`src/rtl/resta_display.sv`:
```
`default_nettype none
// ============================================================================
// Module   : resta_display
// Purpose  : Result register and 3-digit multiplexed seven-segment driver
//            for the 4-bit subtractor. Shows the true signed difference
//            (-16..+15) as sign / tens / units on active-low common-anode
//            digits and drives the overflow and zero LEDs.
// Revision : 1.0 - initial release
// ============================================================================
module resta_display #(
  parameter int DIV = 50000
) (
  input  logic       clk,
  input  logic       rst_n,
  input  logic       load,
  input  logic [3:0] D,
  input  logic       Overflow,
  input  logic       Negative,
  input  logic       Zero,
  output logic [2:0] an,
  output logic [6:0] seg,
  output logic       led_ovf,
  output logic       led_zero
);

  localparam int               CNT_W    = $clog2(DIV);
  localparam logic [CNT_W-1:0] CNT_LAST = CNT_W'(DIV - 1);

  localparam logic [1:0] SEL_UNITS = 2'd0;
  localparam logic [1:0] SEL_TENS  = 2'd1;
  localparam logic [1:0] SEL_SIGN  = 2'd2;

  localparam logic [6:0] SEG_BLANK = 7'b1111111;
  localparam logic [6:0] SEG_DASH  = 7'b0111111;
  localparam logic [6:0] SEG_ONE   = 7'b1111001;

  logic [CNT_W-1:0] cnt_q, cnt_d;
  logic [1:0]       sel_q, sel_d;
  logic [3:0]       res_q, res_d;
  logic             ovf_q, ovf_d;
  logic             neg_q, neg_d;
  logic             zero_q, zero_d;
  logic [2:0]       an_q, an_d;
  logic [6:0]       seg_q, seg_d;

  logic [4:0]       mag;
  logic             tens;
  logic [3:0]       units;

  // Decimal digit to active-low gfedcba pattern.
  function automatic logic [6:0] digit_seg(input logic [3:0] dig);
    logic [6:0] s;
    case (dig)
      4'd0:    s = 7'b1000000;
      4'd1:    s = 7'b1111001;
      4'd2:    s = 7'b0100100;
      4'd3:    s = 7'b0110000;
      4'd4:    s = 7'b0011001;
      4'd5:    s = 7'b0010010;
      4'd6:    s = 7'b0000010;
      4'd7:    s = 7'b1111000;
      4'd8:    s = 7'b0000000;
      4'd9:    s = 7'b0010000;
      default: s = SEG_BLANK;
    endcase
    return s;
  endfunction

  // Capture the subtractor result on load, otherwise hold.
  always_comb begin
    res_d  = res_q;
    ovf_d  = ovf_q;
    neg_d  = neg_q;
    zero_d = zero_q;
    if (load) begin
      res_d  = D;
      ovf_d  = Overflow;
      neg_d  = Negative;
      zero_d = Zero;
    end
  end

  // Prescaler and digit selector: advance the digit once every DIV cycles.
  always_comb begin
    cnt_d = cnt_q + CNT_W'(1);
    sel_d = sel_q;
    if (cnt_q == CNT_LAST) begin
      cnt_d = '0;
      case (sel_q)
        SEL_UNITS: sel_d = SEL_TENS;
        SEL_TENS:  sel_d = SEL_SIGN;
        default:   sel_d = SEL_UNITS;
      endcase
    end
  end

  // Magnitude of the true difference; the sign bit undoes the 4-bit wrap.
  always_comb begin
    mag   = neg_q ? (5'd16 - {1'b0, res_q}) : {1'b0, res_q};
    tens  = (mag >= 5'd10);
    units = tens ? 4'(mag - 5'd10) : mag[3:0];
  end

  // Decode the currently selected digit into registered anode/segment drive.
  always_comb begin
    an_d  = 3'b111;
    seg_d = SEG_BLANK;
    case (sel_q)
      SEL_UNITS: begin
        an_d  = 3'b110;
        seg_d = digit_seg(units);
      end
      SEL_TENS: begin
        an_d  = 3'b101;
        seg_d = tens ? SEG_ONE : SEG_BLANK;
      end
      SEL_SIGN: begin
        an_d  = 3'b011;
        seg_d = neg_q ? SEG_DASH : SEG_BLANK;
      end
      default: begin
        an_d  = 3'b111;
        seg_d = SEG_BLANK;
      end
    endcase
  end

  // State registers with asynchronous active-low reset (all digits off).
  always_ff @(posedge clk or negedge rst_n) begin
    if (!rst_n) begin
      cnt_q  <= '0;
      sel_q  <= SEL_UNITS;
      res_q  <= 4'd0;
      ovf_q  <= 1'b0;
      neg_q  <= 1'b0;
      zero_q <= 1'b0;
      an_q   <= 3'b111;
      seg_q  <= SEG_BLANK;
    end else begin
      cnt_q  <= cnt_d;
      sel_q  <= sel_d;
      res_q  <= res_d;
      ovf_q  <= ovf_d;
      neg_q  <= neg_d;
      zero_q <= zero_d;
      an_q   <= an_d;
      seg_q  <= seg_d;
    end
  end

  assign an       = an_q;
  assign seg      = seg_q;
  assign led_ovf  = ovf_q;
  assign led_zero = zero_q;

endmodule
`default_nettype wire

```
`config.mk`:
```
export PLATFORM = sky130hd
export DESIGN_NAME = resta_display
export DESIGN_NICKNAME = d
export VERILOG_FILES = /design/src/rtl/resta_display.sv
export SDC_FILE = /design/constraint.sdc
export NUM_CORES = 1
export LEC_CHECK = 0
export CAP_MARGIN = 20
export CORE_UTILIZATION = 50
export DETAILED_ROUTE_END_ITERATION = 12
export PLACE_DENSITY = 0.75
export SLEW_MARGIN = 0
export SYNTH_ARGS = -nofsm -noshare
export SYNTH_HDL_FRONTEND = slang
export SYNTH_SLANG_ARGS = --single-unit
```
`constraint.sdc`:
```
create_clock -name clk -period 2.6 [get_ports clk]
set_input_delay 0.39 -clock clk [delete_from_list [all_inputs] [get_ports clk]]
set_output_delay 0.39 -clock clk [all_outputs]
set_load 0.005 [all_outputs]
```
After elaboration in Yosys (flattened, before gate mapping). Memories as Yosys holds them, arrays and structs flattened. Cells that the tools add are included.

Register bits after elaboration: 35. Latch bits: 0. Bits in writable memories: 0. Bits in read-only memories: 112. Input bits: 10. Output and inout port bits: 12. Word-level logic and storage cells: 25. Memories: 1.

Memory list: (name not given) (words 16, bits a word 7, rd ports 1, clocked after Yosys merged registers in 0, write ports 0, RTL line 53) `case (dig)`.

$add $sub $neg: 3. Multiply operators: 0. Divide/modulo/power cells: 0. Order comparisons: 1. Eq/ne operators: 3. Shift-type cells: 0. Mux-type cells: 8. Bitwise logic cells: 0. Reductions and logical operators: 1.

Operators by type and width (number): $pmux W7 S3 (1); $add A16 B1 Y16 const B (1); $eq A16 B16 Y1 const B (1); $mux W16 (1); $pmux W3 S3 (1); $mux W7 (1); $ge A5 B4 Y1 const B (1); $mux W5 (1); $sub A5 B4 Y5 const A (1); $mux W4 (1); $pmux W2 S2 (1); $sub A4 B4 Y4 const B (1); $mux W3 (1); $eq A2 B1 Y1 const B (1); $eq A2 B2 Y1 const B (1); $logic_not A2 Y1 (1).

Depth between registers and ports, before layout. Gate-level depths: netlist (run 1). An unclocked memory read counts as a cell.

Depth in word-level cells: 6. Depth in mapped cells: 12. Gate-level depth less buffers: 12.

Worst setup path after synthesis (run 1). No wires, ideal clock.

Kind: register -> register. Start point: register res_q[0]. End point: register seg_q[3], in the netlist seg[3]. Library setup time: 0.069 ns. Data arrival time: 2.746 ns. Data required time: 2.531 ns. Path slack: -0.215 ns. Stages on the path, launching flop included: 11. Buffers on the path: 0. Period minus slack after synthesis: 2.815 ns. Path through: dfrtp_1 -> inv_1 -> ha_1 -> mux2i_1 -> ha_1 -> o211ai_2 -> o21ai_2 -> xor2_1 -> ha_1 -> o22a_1 -> o21ai_2.

Cells in the longest elaborated chain, start to end: 6. Elaborated cells between the ends (all ways): 7. Classes of those cells: add/sub: 2; order compare: 1; mux: 3; memory: 1.

Ends and longest elaborated chain: from (decl) (RTL line 39) `logic [3:0] res_q, res_d;`; from (signal assigned) (RTL line 142) `res_q <= res_d;`; $sub A5 B4 Y5 (RTL line 99) `mag = neg_q ? (5'd16 - {1'b0, res_q}) : {1'b0, res_q};`; $mux W5 * (RTL line 99); $sub A4 B4 Y4 or $ge A5 B4 Y1 (tied branches) (RTL line 101, 100); $mux W4 * (RTL line 101) `units = tens ? 4'(mag - 5'd10) : mag[3:0];`; $mem_v2 Z16 W7 *; $pmux W7 S3 * (RTL line 108) `case (sel_q)`; named net seg_d[3] (RTL line 44) `logic [6:0] seg_q, seg_d;`; to (signal assigned) (RTL line 147) `seg_q <= seg_d;`; to (decl) (RTL line 44).

Mark *: on every way through the listed nets, which the timed path passes. The rest lies on a longest branch. A chain may end at the register's enable or synchronous reset.

Final worst setup path (run 1).
Start point: register res_q[1]. End point: register seg_q[3], in the netlist seg[3].

The elaborated chain is that of the path after synthesis.

==> impl_metrics.env, run 1 <==
export IMPL_ctsLongestPathBuffers=2
export IMPL_num_antenna_cells=0
export IMPL_critPathLaunchType="flip-flop"
export IMPL_place_congestion=0.827
export IMPL_tritoncts="built"
export IMPL_highest_layer="met4"
export IMPL_fin_skew_ps=3.28
export IMPL_io_pins=22
export IMPL_yosysWarnings=0
export IMPL_fin_tns_setup_ps=0
export IMPL_antenna_found_initial=0
export IMPL_die_h_um=64.0
export IMPL_synth_seq_area_share_pct=46.3
export IMPL_coreArea_sq_mm=0.00366
export IMPL_drive_gt1_share_pct=23.3
export IMPL_grt_overflow=0
export IMPL_grt_max_degree=36
export IMPL_syn_nets=207
export IMPL_clock_latency_ps=290
export IMPL_cts_root_buf="clkbuf_8"
export IMPL_vias=1445
export IMPL_routed_wl_um=3720
export IMPL_grtUsageTotal_pct=20.3
export IMPL_cp_arrival_ps=2690
export IMPL_final_cell_mix="dfrtp_1 (25), clkdlybuf4s50_1 (21), nor2_1 (18), nand2_1 (17)"
export IMPL_cellPowerDensity_mw_per_mm2=658
export IMPL_tightest_slew_ps=519
export IMPL_final_common_cell="dfrtp_1"
export IMPL_hold_viol=0
export IMPL_crit_required_ps=2820
export IMPL_maxCapViolCount=0
export IMPL_nFillCells=305
export IMPL_wl_per_cell_um=13.9
export IMPL_grt_pass1_vias=1467
export IMPL_wl_met3_um=155
export IMPL_yosysTopAreaCellShare_pct=32.6
export IMPL_htreeDepth=2
export IMPL_post_route_period_util_pct=95.1
export IMPL_dp_hpwl_um=2620
export IMPL_drt_iter0_markers=56
export IMPL_die_area_sq_mm=0.00409
export IMPL_path_clk_slew_ps=70
export IMPL_viasPerCell=5.41
export IMPL_ys_ff_latch=35
export IMPL_drc=0
export IMPL_synth_cell_types=41
export IMPL_first_pass_iters=4
export IMPL_end_kind="flip-flop"
export IMPL_start_util_pct=52.5
export IMPL_ant_nets=0
export IMPL_ys_top_cells_by_area="dfrtp_1 (33%), dfstp_2 (14%), ha_1 (8.5%)"
export IMPL_grt_pass1_wl_um=6330
export IMPL_port_buffers=21
export IMPL_rows=22
export IMPL_wl_met1_um=1680
export IMPL_ir_drop_mv=0.443
export IMPL_slew_headroom_pct=65.1
export IMPL_finalCoreUtilization_pct=65.7
export IMPL_status="complete, no violations"
export IMPL_dr_wl_met2_um=1830
export IMPL_report_final_slew_viol_count=0
export IMPL_criticalPathCategory="flip-flop to flip-flop"
export IMPL_min_path_type="flip-flop to flip-flop"
export IMPL_area_delta_synth_final_pct=25.3
export IMPL_syn_area_sq_mm=0.00192
export IMPL_leakage_nw=1.03
export IMPL_finalNetCount=241
export IMPL_die_w_um=64.0
export IMPL_path_max_fanout=5
export IMPL_syn_area_per_cell_sq_um=10.4
export IMPL_cts_buffers=5
export IMPL_setup_violations=0
export IMPL_period_minus_slack_ps=2470
export IMPL_syn_inst=184
export IMPL_synth_top_cell_by_area="dfrtp_1"
export IMPL_clock_fmax_mhz=404
export IMPL_cts_sinks=35
[per-layer routing]
layer | track usage [%] | up-vias
met3 | 4.11 | 5
met1 | 25.4 | 699
met2 | 32.7 | 35
met5 | 0 | -
li1 | - | 706
met4 | 11.1 | 0
[timing repair]
item,CTS,global route
setup endpoints to repair,2,5
hold buffers,0,0
buffers inserted,0,4
gates resized for setup,2,6
pin swaps,0,4
hold endpoints to repair,0,0
[power breakdown]
group	switching (mW)	total (mW)	internal [mW]
registers	0.0233	0.663	0.639
logic	0.213	0.488	0.274
clock network	0.192	0.433	0.241
total	0.429	1.58	1.15
[layout make-up]
class	count	area (sq um)	area share, %
flip-flops and latches	35	888	36.9
inverters	8	30.0	1.25
clock inverters	1	7.51	0.312
clock buffers	7	96.3	4.00
repair buffers	32	293	12.2
multi-input cells	136	1030	42.8
well taps	48	60.1	2.50
[sequential cells by signal, indices dropped and copies added (netlist names)]
signal    cells
neg_q         1
an            3
cnt_q        16
seg           7
res_q         4
led_zero      1
sel_q         2
led_ovf       1
[cell families (layout without fill, tap and decap cells)]
kind of cell	count (synthesis)	after routing	share of synthesized area, %
xor gates and xnor gates	17	17	7.75
buffers and inverters	13	48	3.39
AOI/OAI and AO/OA	30	30	11.5
and+or+nand+nor	67	67	17.1
DFF	35	35	46.3
muxes	9	9	5.47
adders and majority gates	13	13	8.47
[worst max-delay path, cell delays in order (launching register included)]
cell,delay (ps)
dfrtp_1,390
inv_2,100
ha_4,160
nor2_2,50
xnor2_2,200
ha_2,240
o211ai_2,120
o21ai_4,300
xor2_4,210
ha_1,260
o22a_1,250
o21ai_2,120
[Yosys cell counts]
master,n
nor3_1,4
a221oi_2,1
inv_1,8
nor2b_1,3
o31ai_1,2
nor2b_2,1
clkbuf_1,2
a21oi_1,2
nand3_1,8
o31a_1,1
o21ai_0,11
mux2_4,2
nor2_1,19
o211ai_1,1
xor2_1,10
buf_6,2
dfrtp_1,25
o211ai_2,1
o22a_1,1
o21ai_1,1
a211oi_1,2
nor4b_1,1
clkbuf_2,1
ha_1,13
nand3b_1,1
o22a_2,1
xnor2_1,7
a211o_2,1
o21ai_2,2
or4b_1,1
o32a_2,1
nand4_1,5
nand2_1,17
mux2i_1,3
a2bb2oi_1,1
mux2_2,4
dfstp_2,10
and3_1,1
and4_1,2
nand2b_1,4
a21boi_2,1
[stage by stage]
stage                     setup WS, ps  area, sq um  hold slack, ps  cells  total power [mW]
after global routing             -36.3         2410             534    267              1.66
final                              126         2410             503    267              1.58
after CTS                         32.6         2350             503    263              1.55
after global placement             153         2240             488    255              1.09
after detailed placement         -8.75         2240             491    255              1.11
after floorplan                   10.5         1950            94.4    184             0.929
[path summary, 6_finish.rpt]
kind	slack (ps)	depth (start not counted)	end	start
max	130	11	seg[3]	res_q[1]
min	500	1	cnt_q[12]	cnt_q[12]
max reg2reg	130	11	seg[3]	res_q[1]
min reg2reg	500	1	cnt_q[12]	cnt_q[12]
max in group asynchronous	1750	2	seg[1]	rst_n
min in group asynchronous	520	2	sel_q[0]	rst_n
Note: power is estimated with default switching activity, not from simulation.
==> inputs of run 2 (changes only) <==
--- a/config.mk
+++ b/config.mk
@@ -6,9 +6,9 @@
 export NUM_CORES = 1
 export LEC_CHECK = 0
 export CAP_MARGIN = 20
-export CORE_UTILIZATION = 50
+export CORE_UTILIZATION = 60
 export DETAILED_ROUTE_END_ITERATION = 12
-export PLACE_DENSITY = 0.75
+export PLACE_DENSITY = 0.85
 export SLEW_MARGIN = 0
 export SYNTH_ARGS = -nofsm -noshare
 export SYNTH_HDL_FRONTEND = slang
==> constraint.sdc (replaced) <==
create_clock -name clk -period 2.9 [get_ports clk]
set_input_delay 0.58 -clock clk [delete_from_list [all_inputs] [get_ports clk]]
set_output_delay 0.58 -clock clk [all_outputs]
set_load 0.005 [all_outputs]
==> run 2 against run 1 <==
  * Clock power decreased by 40%
  * Critical endpoint unchanged
  * Critical path type unchanged
  * Largest power group unchanged
  * Critical path depth decreased by 1
  * Via count increased by 0.62%
  * Largest cell class unchanged
==> impl_metrics.env, run 2 (same netlist as run 1, synthesis figures left out) <==
export IMPL_routed_wl_um=3540
export IMPL_hold_path_depth=1
export IMPL_critPathLaunchType="flip-flop"
export IMPL_post_route_period_util_pct=91.0
export IMPL_ant_nets=0
export IMPL_fin_area_sq_mm=0.00225
export IMPL_grtUsageMet3_pct=5.27
export IMPL_ir_drop_mv=0.280
export IMPL_drt_iter0_markers=53
export IMPL_rows=20
export IMPL_grt_overflow=0
export IMPL_finalNetCount=235
export IMPL_ctsLongestPathBuffers=2
export IMPL_cts_root_buf="clkbuf_4"
export IMPL_grt_pass1_wl_um=6020
export IMPL_die_h_um=58.6
export IMPL_cts_sinks=35
export IMPL_final_cell_mix="dfrtp_1 (24), clkdlybuf4s50_1 (21), nor2_1 (19), nand2_1 (17), ha_1 (13)"
export IMPL_grt_pass1_vias=1399
export IMPL_place_congestion=0.851
export IMPL_clock_latency_ps=350
export IMPL_port_buffers=21
export IMPL_clock_fmax_mhz=379
export IMPL_finalCoreUtilization_pct=73.9
export IMPL_die_w_um=58.6
export IMPL_tightest_slew_ps=638
export IMPL_nFillCells=216
export IMPL_placed_area_sq_mm=0.00219
export IMPL_slew_headroom_pct=57.2
export IMPL_tritoncts="built"
export IMPL_viasPerCell=5.66
export IMPL_grt_max_degree=36
export IMPL_area_delta_synth_final_pct=17.4
export IMPL_status="complete, no violations"
export IMPL_min_path_type="flip-flop to flip-flop"
export IMPL_slowest_delay_ps=430
export IMPL_timing_hold_ws_ps=515
export IMPL_io_pins=22
export IMPL_hold_viol=0
export IMPL_rr_worst_depth=10
export IMPL_fin_tns_setup_ps=0
export IMPL_fin_skew_ps=19.9
export IMPL_coreArea_sq_mm=0.00305
export IMPL_htreeDepth=2
export IMPL_antenna_found_initial=0
export IMPL_vias=1454
export IMPL_maxCapViolCount=0
export IMPL_grtUsageTotal_pct=23.6
export IMPL_end_kind="flip-flop"
export IMPL_drive_gt1_share_pct=18.8
export IMPL_dp_hpwl_um=2630
export IMPL_crit_slowest_cell="dfrtp_1"
export IMPL_num_antenna_cells=0
export IMPL_drc=0
export IMPL_report_final_slew_viol_count=0
export IMPL_setup_violations=0
export IMPL_path_common_cell="ha_1"
export IMPL_path_clk_slew_ps=120
export IMPL_use_met1_pct=28.2
export IMPL_largest_register_ff_count=16
export IMPL_wl_per_cell_um=13.8
export IMPL_largest_register="cnt_q"
export IMPL_crit_required_ps=3170
export IMPL_cp_cell_sequence="inv_1 -> ha_1 -> mux2i_1 -> ha_1 -> o211ai_2 -> o21ai_2 -> xor2_2 -> ha_1 -> o22a_1 -> o21ai_2"
export IMPL_cts_buffers=5
export IMPL_first_pass_iters=4
export IMPL_rsz0062_at_grt="no"
export IMPL_die_area_sq_mm=0.00343
export IMPL_start_util_pct=62.9
export IMPL_use_met2_pct=39.6
export IMPL_path_max_fanout=5
export IMPL_grt_busiest_layer="met2"
export IMPL_cts_setup_buffers=0
export IMPL_final_common_cell="dfrtp_1"
export IMPL_cellPowerDensity_mw_per_mm2=551
export IMPL_leakage_nw=0.970
export IMPL_cp_arrival_ps=2910
export IMPL_criticalPathCategory="flip-flop to flip-flop"
export IMPL_period_minus_slack_ps=2640
-- run 2: what timing repair did --
| action | CTS | global route |
|---|---|---|
| gates resized for setup | 0 | 2 |
| endpoints found under the hold margin | 0 | 0 |
| hold buffers | 0 | 0 |
| endpoints found under the setup margin | 0 | 5 |
-- run 2: path summary, 6_finish.rpt --
path,slack (ps),endpoint,startpoint
max,260,seg[3],res_q[1]
max in group asynchronous,1930,seg[2],rst_n
min in group asynchronous,620,sel_q[0],rst_n
max reg2reg,260,seg[3],res_q[1]
min,510,cnt_q[12],cnt_q[12]
min reg2reg,510,cnt_q[12],cnt_q[12]
-- run 2: metrics by stage --
step | worst slack, ps | total power, mW | std cells
after floorplan | 84.7 | 0.820 | 184
after global placement | 349 | 0.963 | 249
after detailed placement | 167 | 0.984 | 249
after CTS | 144 | 1.24 | 257
after global routing | 23.9 | 1.32 | 257
final | 261 | 1.24 | 257
-- run 2: area by class of cell --
| class | instances | area [sq um] | area share (%) |
|---|---|---|---|
| clock buffer | 5 | 37.5 | 1.66 |
| clock inverter | 3 | 20.0 | 0.888 |
| inverter | 8 | 30.0 | 1.33 |
| multi-input combinational | 136 | 975 | 43.2 |
| sequential | 35 | 890 | 39.5 |
| tap | 44 | 55.1 | 2.44 |
| timing repair buffer | 26 | 248 | 11.0 |
-- run 2: power breakdown --
part           switching, mW  total, mW  leakage, nW  internal (mW)
sequential            0.0253      0.598        0.424          0.573
combinational          0.173      0.384        0.519          0.210
clock                  0.167      0.259       0.0272         0.0925
total                  0.365       1.24        0.970          0.876
-- run 2: critical path, delay by kind of cell (launching register included) --
family	cells	cell delay, ps
compound gates	4	650
xor+xnor	1	240
fa+ha+maj	3	920
buf+inv	1	100
flops	1	430
mux	1	230
-- run 2: layer usage --
layer,vias up,share of wire (%)
li1,691,-
met1,693,43
met2,62,49
met3,8,6.4
met4,0,1.6
met5,-,0
